==> src/rtl/vmm_psum_acc_pkg.sv <==
// Shared constants for the VMM partial-sum accumulator, plus the lane-slice macro.
// The optional VMM_PSUM_ACC_SAT_EN build switch is consumed in psum_lane_acc.
`ifndef VMM_PSUM_ACC_PKG_SV
`define VMM_PSUM_ACC_PKG_SV

// Selects lane k (width w) from a flat packed bus.
`define VMM_LANE(bus, k, w) bus[(k)*(w) +: (w)]

package vmm_psum_acc_pkg;

   localparam int MAX_DW2    = 16;
   localparam int LOG2_TIN   = 4;
   localparam int VMM_TOUT   = 8;
   localparam int VMM_PSUM_W = MAX_DW2 + LOG2_TIN;
   localparam int VMM_ACC_W  = 32;
   localparam int VMM_CNT_W  = 8;

   typedef enum logic {
      ST_IDLE = 1'b0,
      ST_ACC  = 1'b1
   } acc_state_e;

endpackage

`endif

==> src/rtl/vmm_psum_acc_lane.sv <==
// One signed lane accumulator: sign-extend, load/add select and the lane register.
// With VMM_PSUM_ACC_SAT_EN defined the add clamps to the ACC_W signed range.
module psum_lane_acc
   import vmm_psum_acc_pkg::*;
#(
   parameter int PSUM_W = VMM_PSUM_W,
   parameter int ACC_W  = VMM_ACC_W
) (
   input  logic              clk,
   input  logic              rst_n,
   input  logic              en_i,
   input  logic              load_i,
   input  logic [PSUM_W-1:0] psum_i,
   output logic [ACC_W-1:0]  acc_next_o
);

   logic [ACC_W-1:0] sext_s;
   logic [ACC_W-1:0] sum_s;
   logic [ACC_W-1:0] acc_d;
   logic [ACC_W-1:0] acc_q;

   assign sext_s = ACC_W'($signed(psum_i));

`ifdef VMM_PSUM_ACC_SAT_EN
   // Same-sign operands giving a different-sign result means the add overflowed.
   function automatic logic [ACC_W-1:0] sat_add(input logic [ACC_W-1:0] a, input logic [ACC_W-1:0] b);
      logic [ACC_W-1:0] s;
      s = a + b;
      if ((a[ACC_W-1] == b[ACC_W-1]) && (s[ACC_W-1] != a[ACC_W-1])) begin
         sat_add = a[ACC_W-1] ? {1'b1, {(ACC_W-1){1'b0}}} : {1'b0, {(ACC_W-1){1'b1}}};
      end else begin
         sat_add = s;
      end
   endfunction

   assign sum_s = sat_add(acc_q, sext_s);
`else
   assign sum_s = acc_q + sext_s;
`endif

   always_comb begin
      acc_d = acc_q;
      if (load_i) begin
         acc_d = sext_s;
      end else begin
         acc_d = sum_s;
      end
   end

   assign acc_next_o = acc_d;

   always_ff @(posedge clk or negedge rst_n) begin
      if (!rst_n) begin
         acc_q <= '0;
      end else if (en_i) begin
         acc_q <= acc_d;
      end else begin
         acc_q <= acc_q;
      end
   end

endmodule

==> src/rtl/vmm_psum_acc.sv <==
// Partial-sum accumulator behind the systolic VMM: tile counter, input/output
// handshake and output register. Build option VMM_PSUM_ACC_SAT_EN enables lane saturation.
module vmm_psum_acc
   import vmm_psum_acc_pkg::*;
#(
   parameter int TOUT   = VMM_TOUT,
   parameter int PSUM_W = VMM_PSUM_W,
   parameter int ACC_W  = VMM_ACC_W,
   parameter int CNT_W  = VMM_CNT_W
) (
   input  logic                   clk,
   input  logic                   rst_n,
   input  logic [CNT_W-1:0]       cfg_tiles,
   input  logic                   i_vld,
   input  logic [PSUM_W*TOUT-1:0] i_psum,
   output logic                   i_rdy,
   output logic                   o_vld,
   input  logic                   o_rdy,
   output logic [ACC_W*TOUT-1:0]  o_dat,
   output logic                   o_busy,
   output logic                   err_ovf
);

   logic [CNT_W-1:0]      cnt_q, cnt_d;
   logic [CNT_W-1:0]      tiles_q, tiles_d;
   logic                  o_vld_q, o_vld_d;
   logic [ACC_W*TOUT-1:0] o_dat_q, o_dat_d;
   logic                  err_q, err_d;
   logic [ACC_W*TOUT-1:0] acc_next_s;
   logic [CNT_W-1:0]      tiles_eff_s;
   logic                  first_s;
   logic                  last_s;
   logic                  rdy_s;
   logic                  accept_s;
   acc_state_e            state_s;

   assign state_s     = (cnt_q == '0) ? ST_IDLE : ST_ACC;
   assign first_s     = (state_s == ST_IDLE);
   assign tiles_eff_s = (cfg_tiles == '0) ? CNT_W'(1) : cfg_tiles;
   assign last_s      = first_s ? (tiles_eff_s == CNT_W'(1)) : (cnt_q == (tiles_q - CNT_W'(1)));
   // A last tile may load a full output register only when that register pops this cycle.
   assign rdy_s       = ~(last_s & o_vld_q & ~o_rdy);
   assign accept_s    = i_vld & rdy_s;

   for (genvar k = 0; k < TOUT; k++) begin : g_lane
      psum_lane_acc #(
         .PSUM_W (PSUM_W),
         .ACC_W  (ACC_W)
      ) u_lane (
         .clk        (clk),
         .rst_n      (rst_n),
         .en_i       (accept_s),
         .load_i     (first_s),
         .psum_i     (`VMM_LANE(i_psum, k, PSUM_W)),
         .acc_next_o (`VMM_LANE(acc_next_s, k, ACC_W))
      );
   end

   always_comb begin
      cnt_d   = cnt_q;
      tiles_d = tiles_q;
      o_vld_d = o_vld_q;
      o_dat_d = o_dat_q;
      err_d   = err_q | (i_vld & ~rdy_s);
      if (o_vld_q & o_rdy) begin
         o_vld_d = 1'b0;
      end else begin
         o_vld_d = o_vld_q;
      end
      if (accept_s) begin
         if (first_s) begin
            tiles_d = tiles_eff_s;
         end else begin
            tiles_d = tiles_q;
         end
         if (last_s) begin
            cnt_d   = '0;
            o_dat_d = acc_next_s;
            o_vld_d = 1'b1;
         end else begin
            cnt_d   = cnt_q + CNT_W'(1);
         end
      end else begin
         cnt_d = cnt_q;
      end
   end

   always_ff @(posedge clk or negedge rst_n) begin
      if (!rst_n) begin
         cnt_q   <= '0;
         tiles_q <= '0;
         o_vld_q <= 1'b0;
         o_dat_q <= '0;
         err_q   <= 1'b0;
      end else begin
         cnt_q   <= cnt_d;
         tiles_q <= tiles_d;
         o_vld_q <= o_vld_d;
         o_dat_q <= o_dat_d;
         err_q   <= err_d;
      end
   end

   assign i_rdy   = rdy_s;
   assign o_vld   = o_vld_q;
   assign o_dat   = o_dat_q;
   assign o_busy  = (state_s == ST_ACC);
   assign err_ovf = err_q;

endmodule

==> config.mk <==
export PLATFORM = sky130hd
export DESIGN_NAME = vmm_psum_acc
export DESIGN_NICKNAME = d
export VERILOG_FILES = /design/src/rtl/vmm_psum_acc_pkg.sv /design/src/rtl/vmm_psum_acc_lane.sv /design/src/rtl/vmm_psum_acc.sv
export SDC_FILE = /design/constraint.sdc
export NUM_CORES = 2
export LEC_CHECK = 0
export ABC_AREA = 1
export CORE_UTILIZATION = 35
export DETAILED_ROUTE_END_ITERATION = 12
export GPL_ROUTABILITY_DRIVEN = 0
export PLACE_DENSITY = 0.58
export SYNTH_ARGS = -nofsm -noshare
export SYNTH_HDL_FRONTEND = slang
export SYNTH_SLANG_ARGS = --single-unit
==> constraint.sdc <==
create_clock -name clk -period 2.9 [get_ports clk]
set_input_delay 0.87 -clock clk [delete_from_list [all_inputs] [get_ports clk]]
set_output_delay 0.87 -clock clk [all_outputs]
set_load 0.05 [all_outputs]
# [Word level (Yosys, flattened, before mapping)]
# Index checks and enable logic that the tools add are counted.
[word_totals] register_bits=530 wordCells=52 out_inout_bits=260 in_bits=172
[classes] n_reduce_logical=4 n_eq_ne=2 n_mux=15 n_addsub=10 n_bitwise=8
[ops] op="32-bit adder" count=8
[ops] op="32-bit 2-to-1 mux" count=8
[ops] op="8-bit logical NOT" count=2
[ops] op="8-bit 2-to-1 mux" count=2
[ops] op="8-bit by 1-bit adder with 8-bit output (second input constant)" count=1
[ops] op="8-bit by 1-bit equality test with 1-bit output (second input constant)" count=1
[ops] op="8-bit equality test" count=1
[ops] op="8-bit by 1-bit subtractor with 8-bit output (second input constant)" count=1
[ops] op="1-bit bitwise AND" count=5
[ops] op="1-bit 2-to-1 mux" count=5
[ops] op="2-bit AND reduction" count=2
[ops] op="1-bit NOT" count=2
[ops] op="1-bit bitwise OR" count=1

# [Logic depth before layout (Yosys ltp)]
[depth] depth_word=9 mapped_depth=17 depth_no_buf=17

# [Modules after synthesis]
# Synthesis repeated with hierarchy kept, for this count alone.
[unflattened] cells_unflattened=6897 area_unflattened_um2=43362.8
[modules_own_cells] module="psum_lane_acc (g_lane[4].u_lane ...)" seq_area_each_um2=800.8 area_each_um2=3920.0 instances=4 cells_each=701
[modules_own_cells] module="vmm_psum_acc" seq_area_each_um2=6856.6 area_each_um2=12015.3 instances=1 cells_each=1277
[modules_own_cells] module="psum_lane_acc (g_lane[1].u_lane ...)" seq_area_each_um2=800.8 area_each_um2=3912.5 instances=3 cells_each=705
[modules_own_cells] module="psum_lane_acc (g_lane[0].u_lane)" seq_area_each_um2=800.8 area_each_um2=3930.0 instances=1 cells_each=701

# [Worst setup path after synthesis]
# Ideal clock, no wire load.
[synth_path] kind="reg-to-output" start="register tiles_q[0]" end="output i_rdy" arrival_ns=2.022 path_stages_with_launch=12 required_ns=2.030 slack_ns=0.008 path_buffers=1 cell_sequence="dfrtp_1 > inv_1 > ha_1 > inv_1 > nor2_1 > nand3_1 > o21ai_1 > nor2_1 > nand3_2 > nand2_4 > nand2_2 > clkbuf_1"
[synth_via] elab_chain_cells=6
[synth_rtl] element="start: declaration" line="vmm_psum_acc.sv:25" text="logic [CNT_W-1:0] tiles_q, tiles_d;"
[synth_rtl] element="start signal: assignment" line="vmm_psum_acc.sv:97" text="tiles_q <= tiles_d;"
[synth_rtl] element="8-bit by 1-bit subtractor with 8-bit output" line="vmm_psum_acc.sv:40" text="assign last_s = first_s ? (tiles_eff_s == CNT_W'(1)) : (cnt_q == (tiles_q - CNT_W'(1)));"
[synth_rtl] element="8-bit equality test" line="vmm_psum_acc.sv:40"
[synth_rtl] element="1-bit 2-to-1 mux" line="vmm_psum_acc.sv:40"
[synth_rtl] element="1-bit bitwise AND (2 in a row)" line="vmm_psum_acc.sv:42" text="assign rdy_s = ~(last_s & o_vld_q & ~o_rdy);"
[synth_rtl] element="1-bit NOT" line="vmm_psum_acc.sv:42"
[synth_rtl] element="end: declaration" line="vmm_psum_acc.sv:16" text="output logic i_rdy,"
# Every way passes these cells.

# [Final worst setup path]
# Ends and elaborated chain as after synthesis.

==> results.ini <==
[timing]
slew_violations=0
slew_headroom_pct=51.8
tightest_slew_ns=0.722
min_period_ns=3.11
post-route-period-util_pct=107
final_hold_viol_count=0
hold_ws_ns=0.0829
setup_slack_ns=-0.214
setup_violations=1
max_freq_mhz=321
rsz0062_at_grt=yes
finalClockSkew_ns=0.0223

[logic_synthesis]
yosysWarnings=0
syn_avg_cell_area_um2=6.02
ys_ff_latch=530
syn-cell-area_mm2=0.0427
synth_seq_area_share_pct=31.1
synth_nets=7526
synth_cell_type_count=36
synth_ff_type=dfrtp_1
yosysTopAreaCell=dfrtp_1
synth-edff-count=0
async_flop_share_pct=100
synth_top_area_share_pct=31.1
synthTopCellsByCount=nand2_1 (3,502), inv_1 (1,139), dfrtp_1 (530), nand3_1 (391), nor2_1 (370)
yosys-top-cells-area=dfrtp_1 (31%), nand2_1 (31%), inv_1 (10%)
post-synth-top-count-cell=nand2_1
syn_inst=7095

[pwr]
netSwitchingFraction_pct=50.2
peakVddDrop_uv=888
switching_power_mw=35.8
power_leakage_nw=33.9
power_density_mw_per_mm2=1230
power_frac_seq_pct=18.8
power_frac_comb_pct=68.0
p_clk_share_pct=13.2
totalPowerFinal_mw=71.3
intPower_mw=35.5

[worst_hold_path]
hold_class=input pin to async pin

[grt]
globalRouteOverflowTotal=0
grt_pass1_wl_um=244000
grt_max_degree=89
track_usage_pct=25.1
grt_pass1_vias=44600
antenna_found_initial=3

[worst_setup_path]
reg2reg_slack_ns=0.16
crit_required_ns=2.03
reg2reg_depth=18
startpoint_type=register
crit_fanout=4
crit_start=tiles_q[0]
r2r-start=tiles_q[0]
path_class=register to output port
endpoint_kind=output port
arrival_ns=2.24
reg2reg_to=g_lane[4].u_lane.acc_q[30]
cp-endpoint=i_rdy

[clock_network]
tritoncts=built
cts_buffers=69
h-tree-depth=3
clkLatencyLatePin_ns=0.67
cts_sinks=530
clk_pin_slew_ns=0.06
cts.hold.buffers_added=0
cts_max_path_buffers=3
cts-root-buf=clkbuf_16

[placement]
hpwlAfterDp_um=122000
numPlacedInstances=9710
io_buffers=431
dp_slack_ns=-0.585

[outcome]
status=complete, but fails checks
violations=negative setup slack

[finish]
area_delta_synth_final_pct=35.5
nets=8651
final_cells=9883
drive_above_1_share_pct=12.3
fill_cells=12500
final_util_pct=48.0

[floorplan]
rows=127
die-area_mm2=0.123
ioPinCount=432
core_area_mm2=0.120
die_w_um=351
start_util_pct=35.4
die_h_um=351

[drt]
drt_first_pass_iters=6
drc_errors=0
finalWirelength_um=160000
routed_via_density=4.68
via_count=46300
wl_per_cell_um=16.2
ant_nets=0
detail_route.iter0.violations=3405

[job]
cap_violations=0

==> per-stage QoR <==
stage	area, um2	setup TNS [ns]
3_5_place_dp	54400	-173.53
6_report	57800	-0.214
4_1_cts	57200	-14.93
3_3_place_gp	54400	-158.58
5_1_grt	57800	-0.369
2_1_floorplan	42700	0
==> kinds of logic (layout without fill, tap and decap cells) <==
| family | after synthesis | count (layout) | synth area share (%) |
|---|---|---|---|
| flip-flops | 530 | 530 | 31.1 |
| AND/OR/NAND/NOR | 4475 | 4475 | 41.7 |
| buffers and inverters | 1319 | 2493 | 12.2 |
| XOR/XNOR | 85 | 85 | 1.74 |
| adder cells (fa/ha/maj) | 259 | 259 | 7.73 |
| other | 0 | 2 | 0 |
| AO/OA/AOI/OAI | 407 | 407 | 5.06 |
| multiplexers | 20 | 20 | 0.469 |
==> per-layer routing <==
layer | vias up | share of wire [%] | GRT usage [%]
met2 | 1114 | 46 | 42.0
li1 | 23800 | - | -
met5 | - | 0.026 | 0
met4 | 6 | 3.0 | 6.74
met3 | 220 | 5.7 | 4.17
met1 | 21100 | 46 | 33.3
==> how the worst min path moves through the flow <==
stage	start	end	slack, ns	cells after the start
after global placement	o_dat[127]	o_dat[127]	0.46	2
final	rst_n	g_lane[2].u_lane.acc_q[14]	0.08	1
after floorplan	g_lane[0].u_lane.acc_q[3]	g_lane[0].u_lane.acc_q[3]	0.45	2
after CTS	rst_n	o_dat[80]	0.05	1
after global routing	rst_n	o_dat[80]	0.07	1
after detailed placement	o_dat[177]	o_dat[177]	0.46	2
==> layout by cell type, fill, tap and decap left out, types with 5 or more instances in the layout <==
cell type / synthesis / routed
a21o_1: 8 / 8
a21oi_1: 172 / 172
a31oi_1: 9 / 9
buf_12: 0 / 59
buf_4: 39 / 726
bufinv_16: 0 / 12
clkbuf_16: 0 / 85
clkbuf_8: 0 / 10
clkdlybuf4s50_1: 0 / 408
clkinv_2: 0 / 10
clkinvlp_4: 0 / 7
dfrtp_1: 530 / 528
dlygate4sd2_1: 0 / 7
fa_1: 8 / 8
ha_1: 251 / 248
inv_1: 1139 / 1132
inv_2: 4 / 8
mux2i_1: 20 / 20
nand2_1: 3502 / 3482
nand2_2: 1 / 18
nand3_1: 391 / 389
nand3b_1: 15 / 15
nand4_1: 95 / 95
nor2_1: 370 / 369
nor3_1: 44 / 44
o21ai_0: 97 / 91
o21ai_1: 88 / 94
o21bai_1: 29 / 29
or2_0: 5 / 5
or2_2: 42 / 42
xnor2_1: 42 / 42
xor2_1: 43 / 43
==> registers in the layout, indices dropped and copies added, names as in the netlist <==
register	count
g_lane.u_lane.acc_q	256
o_dat	256
cnt_q	8
o_vld	1
tiles_q	8
err_ovf	1
==> power by group through the flow <==
| stage | logic [mW] | clock network (mW) | registers [mW] |
|---|---|---|---|
| after floorplan | 23.9 | 0 | 18.1 |
| after global placement | 47.1 | 0 | 13.4 |
| after detailed placement | 47.5 | 0 | 13.4 |
| after CTS | 48.3 | 9.64 | 13.4 |
| after global routing | 53.9 | 9.89 | 13.7 |
| final | 48.5 | 9.42 | 13.4 |
==> cell type report <==
type	count	area [um2]	area share [%]
diodes	2	5.00	0.00865
clock buffers	85	1930	3.34
clock inverters	35	515	0.891
inverters	1143	4320	7.48
multi-input cells	5246	24300	42.1
flip-flops and latches	530	13300	22.9
well taps	1612	2020	3.49
repair buffers	1230	11400	19.8
==> critical path, stage by stage, from the launching register on <==
cell	delay [ns]
dfrtp_1	0.37
inv_2	0.07
ha_4	0.17
inv_2	0.07
nand2_1	0.07
nand2_1	0.07
nand2_1	0.04
nand2_1	0.12
o21ai_1	0.08
nor2_1	0.12
nand3_2	0.12
nand2_4	0.09
nand2_4	0.05
buf_8	0.14
==> timing repair <==
| action | CTS | global route |
|---|---|---|
| cloned | 2 | 15 |
| gates resized for setup | 28 | 54 |
| buffers inserted | 27 | 13 |
| pin swaps | 7 | 14 |
| endpoints found under the setup margin | 9 | 150 |
Note: power is estimated with default switching activity, not from simulation.
